<file path="src/rtl/trigger_seq.sv">
// trigger_seq: multi-stage level/edge trigger sequencer for the capture path.
// Optional macro TRIGSEQ_EDGE_EN adds rise/fall matching with sample history.
//
// state | meaning
// ------+----------------------------------------------
// IDLE  | waiting for arm; configuration writable
// ARMED | evaluating stage cur_stage on valid samples
// FIRED | run held high; configuration writable
module trigger_seq #(
  parameter int SAMPLE_WIDTH = 8,
  parameter int NUM_STAGES   = 4,
  parameter int COUNT_WIDTH  = 16,
  localparam int CS_W = (NUM_STAGES > 1) ? $clog2(NUM_STAGES) : 1
) (
  input  logic                    clock,
  input  logic                    reset_n,
  input  logic                    cfg_wr,
  input  logic [CS_W-1:0]         cfg_stage,
  input  logic [2:0]              cfg_sel,
  input  logic [31:0]             cfg_data,
  input  logic                    arm,
  input  logic                    disarm,
  input  logic                    valid,
  input  logic [SAMPLE_WIDTH-1:0] dataIn,
  output logic                    run,
  output logic                    armed,
  output logic [CS_W-1:0]         cur_stage
);

  typedef enum logic [1:0] {
    ST_IDLE  = 2'd0,
    ST_ARMED = 2'd1,
    ST_FIRED = 2'd2
  } state_t;

  localparam logic [CS_W-1:0] LAST_STAGE = CS_W'(NUM_STAGES - 1);

  state_t                  state_q;
  logic [CS_W-1:0]         cur_q;
  logic [COUNT_WIDTH-1:0]  cnt_q;
  logic                    run_q;
  logic                    armed_q;

  logic [SAMPLE_WIDTH-1:0] mask_q  [NUM_STAGES];
  logic [SAMPLE_WIDTH-1:0] value_q [NUM_STAGES];
  logic [COUNT_WIDTH-1:0]  count_q [NUM_STAGES];
  logic                    last_q  [NUM_STAGES];

`ifdef TRIGSEQ_EDGE_EN
  logic [SAMPLE_WIDTH-1:0] rise_q  [NUM_STAGES];
  logic [SAMPLE_WIDTH-1:0] fall_q  [NUM_STAGES];
  logic [SAMPLE_WIDTH-1:0] prev_q;
  logic                    hist_q;
`endif

  logic                    cfg_accept;
  logic                    level_ok;
  logic                    edge_ok;
  logic                    match;
  logic [COUNT_WIDTH-1:0]  req_cnt;
  logic [COUNT_WIDTH:0]    cnt_next_ext;
  logic                    stage_done;
  logic                    is_final;
  logic [COUNT_WIDTH-1:0]  cnt_sat;
  logic                    unused_cfg;

  assign unused_cfg = ^cfg_data;

  // Config is frozen while armed so a running sequence sees a stable program.
  assign cfg_accept = cfg_wr && (state_q != ST_ARMED) &&
                      (int'({1'b0, cfg_stage}) < NUM_STAGES);

  always_ff @(posedge clock or negedge reset_n) begin
    if (!reset_n) begin
      for (int i = 0; i < NUM_STAGES; i++) begin
        mask_q[i]  <= '0;
        value_q[i] <= '0;
        count_q[i] <= '0;
        last_q[i]  <= 1'b0;
`ifdef TRIGSEQ_EDGE_EN
        rise_q[i]  <= '0;
        fall_q[i]  <= '0;
`endif
      end
    end else if (cfg_accept) begin
      case (cfg_sel)
        3'd0: mask_q[cfg_stage]  <= cfg_data[SAMPLE_WIDTH-1:0];
        3'd1: value_q[cfg_stage] <= cfg_data[SAMPLE_WIDTH-1:0];
`ifdef TRIGSEQ_EDGE_EN
        3'd2: rise_q[cfg_stage]  <= cfg_data[SAMPLE_WIDTH-1:0];
        3'd3: fall_q[cfg_stage]  <= cfg_data[SAMPLE_WIDTH-1:0];
`endif
        3'd4: begin
          count_q[cfg_stage] <= cfg_data[COUNT_WIDTH-1:0];
          last_q[cfg_stage]  <= cfg_data[31];
        end
        default: ;
      endcase
    end
  end

  always_comb begin
    level_ok = (((dataIn ^ value_q[cur_q]) & mask_q[cur_q]) == '0);
`ifdef TRIGSEQ_EDGE_EN
    // Without history an edge requirement can never be proven, so it fails.
    if (!hist_q) begin
      edge_ok = ((rise_q[cur_q] | fall_q[cur_q]) == '0);
    end else begin
      edge_ok = (((rise_q[cur_q] & ~prev_q & dataIn) == rise_q[cur_q]) &&
                 ((fall_q[cur_q] & prev_q & ~dataIn) == fall_q[cur_q]));
    end
`else
    edge_ok = 1'b1;
`endif
    match = level_ok && edge_ok;
  end

  always_comb begin
    req_cnt      = (count_q[cur_q] == '0) ? COUNT_WIDTH'(1) : count_q[cur_q];
    cnt_next_ext = {1'b0, cnt_q} + {{COUNT_WIDTH{1'b0}}, 1'b1};
    stage_done   = (cnt_next_ext >= {1'b0, req_cnt});
    is_final     = last_q[cur_q] || (cur_q == LAST_STAGE);
    cnt_sat      = (&cnt_q) ? cnt_q : cnt_next_ext[COUNT_WIDTH-1:0];
  end

  always_ff @(posedge clock or negedge reset_n) begin
    if (!reset_n) begin
      state_q <= ST_IDLE;
      cur_q   <= '0;
      cnt_q   <= '0;
      run_q   <= 1'b0;
      armed_q <= 1'b0;
`ifdef TRIGSEQ_EDGE_EN
      prev_q  <= '0;
      hist_q  <= 1'b0;
`endif
    end else if (disarm) begin
      state_q <= ST_IDLE;
      cur_q   <= '0;
      cnt_q   <= '0;
      run_q   <= 1'b0;
      armed_q <= 1'b0;
`ifdef TRIGSEQ_EDGE_EN
      hist_q  <= 1'b0;
`endif
    end else if (arm) begin
      state_q <= ST_ARMED;
      cur_q   <= '0;
      cnt_q   <= '0;
      run_q   <= 1'b0;
      armed_q <= 1'b1;
`ifdef TRIGSEQ_EDGE_EN
      hist_q  <= 1'b0;
`endif
    end else begin
      case (state_q)
        ST_ARMED: begin
          if (valid) begin
`ifdef TRIGSEQ_EDGE_EN
            prev_q <= dataIn;
            hist_q <= 1'b1;
`endif
            if (!match) begin
              cnt_q <= '0;
            end else if (!stage_done) begin
              cnt_q <= cnt_sat;
            end else if (is_final) begin
              state_q <= ST_FIRED;
              cnt_q   <= '0;
              run_q   <= 1'b1;
              armed_q <= 1'b0;
            end else begin
              cur_q <= cur_q + CS_W'(1);
              cnt_q <= '0;
            end
          end
        end
        ST_FIRED: begin
          run_q   <= 1'b1;
          armed_q <= 1'b0;
        end
        default: begin
          state_q <= ST_IDLE;
          run_q   <= 1'b0;
          armed_q <= 1'b0;
        end
      endcase
    end
  end

  assign run       = run_q;
  assign armed     = armed_q;
  assign cur_stage = cur_q;

endmodule

</file>
<file path="config.mk">
export PLATFORM = sky130hd
export DESIGN_NAME = trigger_seq
export DESIGN_NICKNAME = d
export VERILOG_FILES = /design/src/rtl/trigger_seq.sv
export SDC_FILE = /design/constraint.sdc
export NUM_CORES = 1
export LEC_CHECK = 0
export ABC_AREA = 1
export CORE_ASPECT_RATIO = 1.5
export CORE_MARGIN = 2
export CORE_UTILIZATION = 45
export CTS_CLUSTER_SIZE = 8
export DETAILED_ROUTE_END_ITERATION = 6
export PLACE_DENSITY = 0.62
export REMOVE_ABC_BUFFERS = 1
export SLEW_MARGIN = 25
export SYNTH_ARGS = -nofsm -noshare
export SYNTH_HDL_FRONTEND = slang
export SYNTH_SLANG_ARGS = --single-unit
</file>
<file path="constraint.sdc">
create_clock -name clock -period 3.71 [get_ports clock]
set_input_delay 0.742 -clock clock [delete_from_list [all_inputs] [get_ports clock]]
set_output_delay 0.742 -clock clock [all_outputs]
set_load 0.01 [all_outputs]
</file>
==> impl_metrics.env <==
export IMPL_status="complete, but fails checks"
export IMPL_violations="DRC"
export IMPL_drtIter0Drc=303
export IMPL_dp_hpwl_um=12100
export IMPL_crit_type="register to register"
export IMPL_globalplace_congestion=0.841
export IMPL_period_share_pct=88.7
export IMPL_io_buffers=39
export IMPL_fp_dieArea_um2=18100
export IMPL_grt_max_degree=70
export IMPL_cpPeakStageDelay_ns=0.46
export IMPL_syn_avg_cell_area_um2=7.76
export IMPL_cts_root_buffer="clkbuf_16"
export IMPL_critPathArrivalTime_ns=3.60
export IMPL_tritoncts="yes"
export IMPL_dieWidth_um=111
export IMPL_htree_num_levels=4
export IMPL_grt_usage_pct=20.9
export IMPL_critPathRequiredTime_ns=4.02
export IMPL_synth_ff_type="dfrtp_1"
export IMPL_finalPower_mw=4.53
export IMPL_rsz0062_at_grt="false"
export IMPL_drive_above_1_share_pct=4.30
export IMPL_end_kind="register"
export IMPL_num_antenna_cells=0
export IMPL_cts_buffers=17
export IMPL_critical_path_slowest_cell="dfrtp_1"
export IMPL_rrSetupSlack_ns=0.42
export IMPL_start_kind="register"
export IMPL_fin_hold_ws_ns=0.300
export IMPL_cts_hold_buf=0
export IMPL_synth_edf_count=0
export IMPL_tightest_slew_ns=0.776
export IMPL_numClockSinks=154
export IMPL_path_cells="ha_1 -> nand3_1 -> nor2_1 -> inv_1 -> nor3_1 -> xnor2_1 -> inv_1 -> ha_1 -> nand2_1 -> nor2_1 -> inv_1 -> nor2_1 -> nand4_1 -> nand2_1 -> inv_1 -> nand2_1 -> nand2_1 -> nand2_1 -> nand2_1 -> nand2_1 -> nand2_1"
export IMPL_yosysWarnings=0
export IMPL_p_per_area_nw_per_um2=511
export IMPL_peakVddDrop_uv=251
export IMPL_synth_sequential_area_ratio_pct=50.2
export IMPL_viasPerCell=5.15
export IMPL_wire_per_inst_um=14.4
export IMPL_period_minus_slack_ns=3.29
export IMPL_cp_top_family="simple AND/OR/NAND/NOR gates"
export IMPL_fin_util_pct=52.8
export IMPL_dr_pass1_iters=7
export IMPL_coreArea_um2=16800
export IMPL_die_h_um=164
export IMPL_clk_pin_slew_ns=0.06
export IMPL_ys_ff_latch=154
export IMPL_std_cell_rows=58
export IMPL_final_cells=1234
export IMPL_drc=1
export IMPL_wl_um=17800
export IMPL_path_buf_inv=4
export IMPL_maxSlewViolCount=0
export IMPL_fin_skew_ns=0.00755
export IMPL_max_cap_violations=0
export IMPL_grt_pass1_wl_um=30300
export IMPL_p_leak_nw=4.49
export IMPL_initial_core_util_pct=45.8
export IMPL_antenna_found_initial=0
export IMPL_setup_violations=0
export IMPL_io_pins=55
export IMPL_grt_pass1_vias=6273
export IMPL_crit_fanout=5
export IMPL_synth_cell_area_um2=7670
export IMPL_hold_violations=0
export IMPL_place_ws_ns=0.425
export IMPL_synth_distinct_cells=25
export IMPL_setup_slack_ns=0.419
export IMPL_final_nets=1082
export IMPL_dp_cells=1201
export IMPL_syn_inst=989
export IMPL_clockBufferDepth=2
export IMPL_ant_nets=0
export IMPL_clock_latency_ns=0.42
export IMPL_vias=6358
export IMPL_overflow=0
export IMPL_path_common_cell="nand2_1"
export IMPL_slew_headroom_pct=48.2
export IMPL_synthArstFlopShare_pct=100
export IMPL_syn2layout_area_growth_pct=15.4
export IMPL_min_path_type="input port to asynchronous set/reset pin"
export IMPL_clock_fmax_ghz=0.304
## routing by layer
metal | part of all wire (%) | track usage [%] | vias up
met5 | 0 | 0 | -
met4 | 2.0 | 7.16 | 0
met1 | 43 | 23.9 | 3012
met3 | 2.5 | 3.95 | 26
met2 | 53 | 39.1 | 67
li1 | - | - | 3253
## worst reg2reg max path: cells and delay by family (launching register included)
kind	cells	cell delay [ns]
simple gates	14	1.73
xor+xnor	1	0.14
buf+inv	4	0.30
fa+ha+maj	2	0.56
flops	1	0.46
## logic make-up after synthesis
logic type / Yosys count / synth area share, %
AOI/OAI and AO/OA: 180 / 12.8
xor gates and xnor gates: 13 / 1.48
adders and majority gates: 20 / 3.26
buffers and inverters: 105 / 5.43
DFF: 154 / 50.2
and+or+nand+nor: 517 / 26.8
## area by class of cell
cell class                 instances  area, um^2
clock inverter                     7         114
inverter                          57         214
sequential                       154        3850
multi-input combinational        730        3410
clock buffer                      25         485
timing repair buffer              51         519
tap                              210         263
fill                            1664        7910
## final timing paths
path	depth (start not counted)	start	end
worst min register to register	2	armed$_DFFE_PN0P_	armed$_DFFE_PN0P_
max in group asynchronous	2	reset_n	cnt_q[6]$_DFFE_PN0P_
worst max register to register	21	cnt_q[0]$_DFFE_PN0P_	armed$_DFFE_PN0P_
min in group clock	2	armed$_DFFE_PN0P_	armed$_DFFE_PN0P_
worst max-delay path	21	cnt_q[0]$_DFFE_PN0P_	armed$_DFFE_PN0P_
worst min-delay path	1	reset_n	count_q[27]$_DFFE_PN0P_
## repair_timing
item / 4_1_cts / 5_1_grt
gates resized for setup: 0 / 1
buffers inserted: 0 / 1
setup endpoints to repair: 0 / 16
## cell usage in the layout (no fill, tap or decap), types with 3 or more instances in the layout
master,instances
nand2_1,401
a32o_1,16
xor2_1,6
clkbuf_1,5
inv_1,55
clkbuf_16,17
nor2_1,40
ha_1,20
clkdlybuf4s50_1,38
buf_12,3
a21oi_1,27
nand3_1,62
bufinv_16,3
dfrtp_1,153
xnor2_1,7
clkinv_2,3
clkbuf_8,3
o21ai_0,135
buf_4,9
nand4_1,8
## Yosys cell counts, types with 2 or more instances
master,instances,share of area (%)
xnor2_1,7,0.80
a21oi_1,27,1.8
nor2_1,41,2.0
nand2_1,401,20
clkbuf_1,36,1.8
dfrtp_1,154,50
inv_1,55,2.7
buf_2,9,0.59
a32o_1,16,2.1
o21ai_0,135,8.8
nand3_1,62,4.0
ha_1,20,3.3
xor2_1,6,0.68
nor3_1,2,0.13
nand4_1,8,0.65
## registers in the layout, summed over array words and instances (netlist names)
signal,flops
run,1
state_q,2
cur_stage,2
count_q,64
armed,1
last_q,4
mask_q,32
value_q,32
cnt_q,16
## power by group
part           switching, mW  internal, mW
clock network          0.655          1.11
registers              0.134          1.94
logic                  0.405         0.289
## through the flow
stage          TNS (ns)  area (um^2)
3_5_place_dp          0         8230
4_1_cts               0         8830
5_1_grt               0         8860
3_3_place_gp          0         8230
2_1_floorplan     -3.41         7470
6_report              0         8860
No activity file was read; power rests on OpenSTA's default activity.
